$ cat config.mk
export PLATFORM = sky130hd
export DESIGN_NAME = wb_trace_tx
export DESIGN_NICKNAME = d
export VERILOG_FILES = /design/src/rtl/wb_trace_tx.sv
export SDC_FILE = /design/constraint.sdc
export NUM_CORES = 1
export LEC_CHECK = 0
export CAP_MARGIN = 40
export CORE_AREA = 3 3 181 183
export DETAILED_ROUTE_END_ITERATION = 8
export DIE_AREA = 0 0 184 186
export GPL_ROUTABILITY_DRIVEN = 0
export PLACE_DENSITY = 0.64
export SLEW_MARGIN = 20
export SYNTH_ARGS = -nofsm -noshare
export SYNTH_HDL_FRONTEND = slang
export SYNTH_SLANG_ARGS = --single-unit
$ cat constraint.sdc
create_clock -name Clk -period 5.4 [get_ports Clk]
set_input_delay 1.08 -clock Clk [delete_from_list [all_inputs] [get_ports Clk]]
set_output_delay 1.08 -clock Clk [all_outputs]
set_load 0.1 [all_outputs]
$ cat src/rtl/wb_trace_tx.sv
// Writeback trace transmitter: buffers committed register writes in a small FIFO
// and streams them out with a valid/ready handshake. Define WB_TRACE_DROP_CNT_EN to add Drop_Count.
module wb_trace_tx #(
   parameter int DEPTH = 4,
   parameter int SEQ_W = 8
) (
   input  logic             Clk,
   input  logic             Rst,
   input  logic             Cap_Valid,
   input  logic [31:0]      Cap_PC,
   input  logic [31:0]      Cap_Data,
   input  logic [4:0]       Cap_RegDst,
   output logic             Tx_Valid,
   input  logic             Tx_Ready,
   output logic [31:0]      Tx_PC,
   output logic [31:0]      Tx_Data,
   output logic [4:0]       Tx_RegDst,
   output logic [SEQ_W-1:0] Tx_Seq,
   output logic             Overflow
`ifdef WB_TRACE_DROP_CNT_EN
   ,
   output logic [15:0]      Drop_Count
`endif
);

   localparam int PTR_W = (DEPTH > 1) ? $clog2(DEPTH) : 1;
   localparam int CNT_W = PTR_W + 1;
   localparam logic [CNT_W-1:0] CNT_FULL = CNT_W'(DEPTH);
   localparam logic [CNT_W-1:0] CNT_ONE  = CNT_W'(1);

   typedef struct packed {
      logic [31:0]      pc;
      logic [31:0]      data;
      logic [4:0]       reg_dst;
      logic [SEQ_W-1:0] seq;
   } rec_t;

   rec_t             rec_mem [DEPTH];
   rec_t             head_rec;
   logic [PTR_W-1:0] wr_ptr;
   logic [PTR_W-1:0] rd_ptr;
   logic [CNT_W-1:0] count;
   logic [SEQ_W-1:0] seq_cnt;
   logic             cap_event;
   logic             full;
   logic             pop;
   logic             push;
   logic             drop;

   assign cap_event = Cap_Valid && (Cap_RegDst != 5'd0);
   assign full      = (count == CNT_FULL);
   assign Tx_Valid  = (count != '0);
   assign pop       = Tx_Valid && Tx_Ready;
   // When full, a same-cycle pop frees the head slot, which is exactly where wr_ptr points.
   assign push      = cap_event && (!full || pop);
   assign drop      = cap_event && full && !pop;

   always_ff @(posedge Clk) begin
      if (push) begin
         rec_mem[wr_ptr] <= '{pc: Cap_PC, data: Cap_Data, reg_dst: Cap_RegDst, seq: seq_cnt};
      end
   end

   always_ff @(posedge Clk or posedge Rst) begin
      if (Rst) begin
         wr_ptr   <= '0;
         rd_ptr   <= '0;
         count    <= '0;
         seq_cnt  <= '0;
         Overflow <= 1'b0;
      end else begin
         if (push) begin
            wr_ptr <= wr_ptr + 1'b1;
         end
         if (pop) begin
            rd_ptr <= rd_ptr + 1'b1;
         end
         if (push && !pop) begin
            count <= count + CNT_ONE;
         end else if (pop && !push) begin
            count <= count - CNT_ONE;
         end
         // Sequence advances on drops too so the consumer sees gaps.
         if (cap_event) begin
            seq_cnt <= seq_cnt + 1'b1;
         end
         if (drop) begin
            Overflow <= 1'b1;
         end
      end
   end

`ifdef WB_TRACE_DROP_CNT_EN
   always_ff @(posedge Clk or posedge Rst) begin
      if (Rst) begin
         Drop_Count <= 16'd0;
      end else if (drop && (Drop_Count != 16'hFFFF)) begin
         Drop_Count <= Drop_Count + 16'd1;
      end
   end
`endif

   // Outputs forced to zero while empty so reset and idle values are defined.
   assign head_rec  = rec_mem[rd_ptr];
   assign Tx_PC     = Tx_Valid ? head_rec.pc      : 32'd0;
   assign Tx_Data   = Tx_Valid ? head_rec.data    : 32'd0;
   assign Tx_RegDst = Tx_Valid ? head_rec.reg_dst : 5'd0;
   assign Tx_Seq    = Tx_Valid ? head_rec.seq     : '0;

endmodule
==> results.py, run 1 <==
metrics = {
    "outcome": {
        "run_status": "finished, final reports clean",
    },
    "critical_path": {
        "path_buf_inv": 3,
        "cp-start-kind": "flop",
        "crit_required_ns": 4.32,
        "critPathTopFamily": "buffers and inverters",
        "cpPeakStageDelay_ns": 0.95,
        "critPathCaptureType": "primary output",
        "path_max_fanout": 49,
        "crit_chain": "buf_12 > mux4_2 > and2_1 > clkdlybuf4s50_1 > buf_16",
        "slowest_stage": "dfrtp_4",
        "cp.arrival_ns": 3.01,
        "path_class": "reg -> out",
    },
    "sta": {
        "setup_slack_ns": 1.314,
        "finalHoldViolations": 0,
        "min_period_ns": 4.086,
        "finalClockSkew_ns": 0.01489,
        "post-route-period-util_pct": 75.66,
        "setup_viol": 0,
        "fin_setup_tns_ns": 0,
        "rsz0062_at_grt": "false",
        "drv_slew": 0,
        "max_freq_mhz": 244.8,
        "relSlewSlack_pct": 43.87,
        "worst_pin_slew_ns": 0.8303,
    },
    "yosys": {
        "ys_seq_area_share_pct": 77.71,
        "syn_nets": 639,
        "yosys.area.top_type": "edfxtp_1",
        "postSynthCellCount": 559,
        "yosys-top-cells-count": "edfxtp_1, and2_1, mux4_2, clkbuf_1, dfrtp_1",
        "synth_most_common_cell": "edfxtp_1",
        "synth_cell_types": 28,
        "synth-main-ff-cell": "edfxtp_1",
        "synthTopCellsByArea": "edfxtp_1, mux4_2, and2_1",
        "ys_async_sr_fraction_pct": 4.938,
        "synth_top_area_share_pct": 74.49,
        "ys_warn_count": 0,
        "synth-edff-count": 308,
        "ys_ff_latch": 324,
        "syn-cell-area_sq_mm": 0.01242,
        "syn_avg_cell_area_sq_um": 22.21,
    },
    "placed_design": {
        "dp_cells": 1177,
        "port_buffers": 151,
        "pre_cts_ws_ns": 1.570,
        "hpwl_mm": 15.27,
    },
    "grt": {
        "grt_pass1_wl_mm": 38.65,
        "grt_pass1_vias": 7007,
        "track_usage_pct": 14.75,
        "grt_start_max_net_pins": 50,
        "overflow": 0,
        "antenna_found_initial": 1,
    },
    "clocking": {
        "path_clk_slew_ns": 0.06,
        "clock_sinks": 324,
        "postCtsResizedCells": 0,
        "cts_hold_buf": 0,
        "cts_root_buf": "clkbuf_16",
        "numCtsBuffers": 35,
        "clock_latency_ns": 0.49,
        "clockBufferDepth": 3,
        "postCtsSetupBuffers": 0,
        "cts_tree": "done",
        "cts-htree-levels": 2,
    },
    "routing": {
        "drt_iter0_drc": 309,
        "post-route-drc-count": 0,
        "via_per_inst": 4.934,
        "detail_route.wl_per_cell_um": 20.03,
        "drt_wl_total_mm": 24.74,
        "drtAntennaViolNets": 0,
        "dr.pass1.iters": 4,
        "vias": 6094,
    },
    "floorplan": {
        "ioPinCount": 152,
        "dieArea_sq_mm": 0.03422,
        "die-height_um": 186,
        "rows": 65,
        "floorplan.initialDensity_pct": 39.55,
        "design.core.area_sq_mm": 0.03139,
        "die_width_um": 184,
    },
    "final_layout": {
        "layout-drive-gt1-share_pct": 26.89,
        "syn_to_final_growth_pct": 35.20,
        "diodes": 0,
        "layout.cells.non_filler": 1235,
        "fin_util_pct": 53.48,
        "final_nets": 892,
    },
    "job": {
        "drv_cap": 0,
    },
    "hold_path": {
        "hp-class": "reg -> reg",
    },
}
-- metal layers --
metal / track usage [%] / vias up / routed length, um
met5: 0 / - / 13
met4: 4.264 / 2 / 453
met3: 2.853 / 36 / 956
met2: 25.38 / 135 / 12630
met1: 19.31 / 3158 / 10690
li1: - / 2763 / -
-- layout by cell type, fill, tap and decap left out, types with 5 or more instances in the layout --
cell | synthesis | routed
edfxtp_1 | 308 | 308
clkdlybuf4s50_1 | 0 | 151
mux4_2 | 77 | 77
and2_1 | 77 | 77
buf_8 | 0 | 77
clkbuf_16 | 0 | 37
dfrtp_1 | 16 | 14
clkbuf_1 | 16 | 12
xnor2_1 | 8 | 8
nand2_1 | 6 | 6
ha_1 | 6 | 6
buf_12 | 0 | 6
buf_4 | 1 | 6
xor2_1 | 5 | 5
inv_1 | 5 | 5
-- metrics by stage --
| stage | hold slack [ns] | instance area [sq um] |
|---|---|---|
| after floorplan | 0.4471 | 12420 |
| after global placement | 0.4603 | 14410 |
| after detailed placement | 0.4552 | 15730 |
| after CTS | 0.4805 | 16790 |
| after global routing | 0.5262 | 16790 |
| final | 0.4759 | 16790 |
-- worst reg2reg max path: cells and delay by family, from the launching register on --
| family | cells | cell delay [ns] |
|---|---|---|
| XOR/XNOR | 2 | 0.38 |
| buffers and inverters | 2 | 0.35 |
| adder cells (fa/ha/maj) | 2 | 0.58 |
| AND/OR/NAND/NOR | 3 | 1.03 |
| flip-flops | 1 | 0.44 |
-- layout make-up --
cell class	instances	area [sq um]
clock inverter	9	91.34
sequential	324	9657
multi-input combinational	203	2631
tap	402	503.0
fill	2381	14610
timing repair buffer	243	2915
clock buffer	49	970.9
inverter	5	18.77
-- final timing paths --
| path | startpoint | end | slack, ns | depth (start not counted) |
|---|---|---|---|---|
| worst max-delay path | rd_ptr[1] | Tx_Data[17] | 1.31 | 5 |
| worst min-delay path | Overflow | Overflow | 0.48 | 1 |
| worst max register to register | count[0] | count[2] | 2.55 | 9 |
| worst min register to register | Overflow | Overflow | 0.48 | 1 |
| max in group asynchronous | Rst | rd_ptr[1] | 3.93 | 2 |
| min in group asynchronous | Rst | seq_cnt[1] | 0.98 | 2 |
-- cells by family (layout without fill, tap and decap cells) --
family	Yosys count	after routing	synth area share, %
and+or+nand+nor	101	101	5.028
DFF	324	324	77.71
buffers and inverters	32	306	1.149
muxes	79	79	14.18
adders and majority gates	7	7	0.7658
AOI/OAI and AO/OA	3	3	0.2520
xor gates and xnor gates	13	13	0.9170
-- state kept, by name (all words and copies together) (netlist names) --
register / flops
count: 3
Overflow: 1
seq_cnt: 8
wr_ptr: 2
rd_ptr: 2
rec_mem: 308
Power of run 1 is left out: the tool's default activity adds up to more than one toggle a clock period on the data nets, which glitch-free logic cannot reach.
==> inputs of run 2 (changes only) <==
--- a/config.mk
+++ b/config.mk
@@ -10,7 +10,7 @@
 export DETAILED_ROUTE_END_ITERATION = 8
 export DIE_AREA = 0 0 184 186
 export GPL_ROUTABILITY_DRIVEN = 0
-export PLACE_DENSITY = 0.64
+export PLACE_DENSITY = 0.66
 export SLEW_MARGIN = 20
 export SYNTH_ARGS = -nofsm -noshare
 export SYNTH_HDL_FRONTEND = slang
==> constraint.sdc (replaced) <==
create_clock -name Clk -period 3.5 [get_ports Clk]
set_input_delay 0.7 -clock Clk [delete_from_list [all_inputs] [get_ports Clk]]
set_output_delay 0.7 -clock Clk [all_outputs]
set_load 0.1 [all_outputs]
==> run 2 against run 1 <==
  * Die area unchanged
  * Register-to-register slack worse by 1.4 ns
  * Critical path depth decreased by 1
  * Non-clock buffer count decreased by 69
  * Wire length is 1.3% lower
  * Final cell count down 5.5%
  * Worst hold slack better by 0.0065 ns
  * Sequential share of layout area increased by 2.7 points
  * Critical endpoint is now Tx_Seq[1]
==> results.py, run 2 (synthesis results as in run 1) <==
metrics = {
    "hold_path": {
        "hp-class": "reg -> reg",
        "hold_depth": 1,
    },
    "floorplan": {
        "rows": 65,
        "ioPinCount": 152,
        "floorplan.initialDensity_pct": 39.55,
        "design.core.area_sq_mm": 0.03139,
        "die_width_um": 184,
        "dieArea_sq_mm": 0.03422,
        "die-height_um": 186,
    },
    "critical_path": {
        "cp.arrival_ns": 2.53,
        "r2r_cells": 8,
        "path_max_fanout": 73,
        "crit_cells": 4,
        "crit_chain": "or3_2 > buf_4 > and2_1 > buf_4",
        "crit_required_ns": 2.80,
        "cp_common_cell": "buf_4",
        "slowest_stage": "or3_2",
        "cp-start-kind": "flop",
        "critPathTopFamily": "simple AND/OR/NAND/NOR gates",
        "cpPeakStageDelay_ns": 0.59,
        "path_buf_inv": 2,
        "critPathCaptureType": "primary output",
        "path_class": "reg -> out",
    },
    "final_layout": {
        "layout-drive-gt1-share_pct": 31.98,
        "n_fill_cell": 2475,
        "final_common_cell": "edfxtp_1",
        "largest_reg_flops": 308,
        "syn_to_final_growth_pct": 29.14,
        "reg.largest.list": "rec_mem x308, seq_cnt x8, count x3",
        "regMostFlops": "rec_mem",
        "layout_common_cells": "edfxtp_1, mux4_2, and2_1",
        "final_nets": 819,
    },
    "routing": {
        "drtAntennaViolNets": 0,
        "drt_wl_total_mm": 24.42,
        "via_per_inst": 5.057,
        "dr.pass1.iters": 4,
        "detail_route.wl_per_cell_um": 20.93,
        "vias": 5901,
        "drt_iter0_drc": 414,
        "post-route-drc-count": 0,
    },
    "job": {
        "drv_cap": 0,
    },
    "grt": {
        "grt_pass1_wl_mm": 37.79,
        "grt_pass1_vias": 6675,
        "overflow": 0,
        "track_usage_pct": 14.42,
        "antenna_found_initial": 2,
        "grt_start_max_net_pins": 74,
    },
    "placed_design": {
        "port_buffers": 151,
        "hpwl_mm": 15.41,
    },
    "sta": {
        "worst_pin_slew_ns": 0.7307,
        "rsz0062_at_grt": "false",
        "drv_slew": 0,
        "max_freq_mhz": 309.5,
        "finalHoldViolations": 0,
        "post-route-period-util_pct": 92.32,
        "setup_viol": 0,
        "min_period_ns": 3.231,
        "relSlewSlack_pct": 51.29,
        "finalClockSkew_ns": 0.01338,
        "fin_setup_tns_ns": 0,
    },
    "clocking": {
        "postCtsSetupBuffers": 0,
        "numCtsBuffers": 31,
        "cts_root_buf": "clkbuf_16",
        "clock_sinks": 324,
        "clock_latency_ns": 0.54,
        "cts-htree-levels": 1,
        "postCtsResizedCells": 0,
        "cts_hold_buf": 0,
        "clockBufferDepth": 3,
        "cts_tree": "done",
        "path_clk_slew_ns": 0.06,
    },
    "outcome": {
        "run_status": "finished, final reports clean",
    },
}
==> run 2: worst register-to-register path, stage by stage, from the launching register on <==
cell and delay [ns]:
dfrtp_1 0.43, or3_2 0.59, nand2_1 0.16, ha_1 0.21
inv_1 0.07, fa_1 0.37, xor2_1 0.17, nor2_1 0.11
xor2_1 0.15
==> run 2: final timing paths <==
check	end	startpoint	slack (ns)
worst min register to register	count[2]	count[2]	0.48
min in group asynchronous	count[0]	Rst	0.54
worst max register to register	count[2]	count[0]	1.15
max in group asynchronous	rd_ptr[1]	Rst	2.48
worst max-delay path	Tx_Seq[1]	count[0]	0.27
worst min-delay path	count[2]	count[2]	0.48
==> run 2: cell type report <==
type                    count  area, sq um  share of cell area [%]
clock buffers              41        904.6                   5.641
inverters                   5        18.77                  0.1170
diodes                      2        5.005                 0.03121
multi-input cells         203         2631                   16.41
flip-flops and latches    324         9657                   60.22
well taps                 402        503.0                   3.137
clock inverters            16        168.9                   1.053
repair buffers            174         2147                   13.39
==> run 2: per-stage QoR <==
stage	util, %	std cells	cell area, sq um	worst slack, ns	hold slack (ns)
floorplan	-	559	12420	0.2143	0.4471
global placement	47.60	1107	14940	0.3681	0.4622
detailed placement	47.64	1108	14960	0.2775	0.4605
CTS	51.06	1165	16030	0.1793	0.4793
global route	51.07	1166	16030	0.1070	0.4934
finish	51.08	1167	16040	0.2688	0.4824
==> run 2: routing by layer <==
layer	wire (um)	GRT usage, %
met2	12670	25.09
met4	372	3.538
met3	1443	3.166
met1	9929	18.66
met5	7	0
Power of run 2 is left out for the same reason.
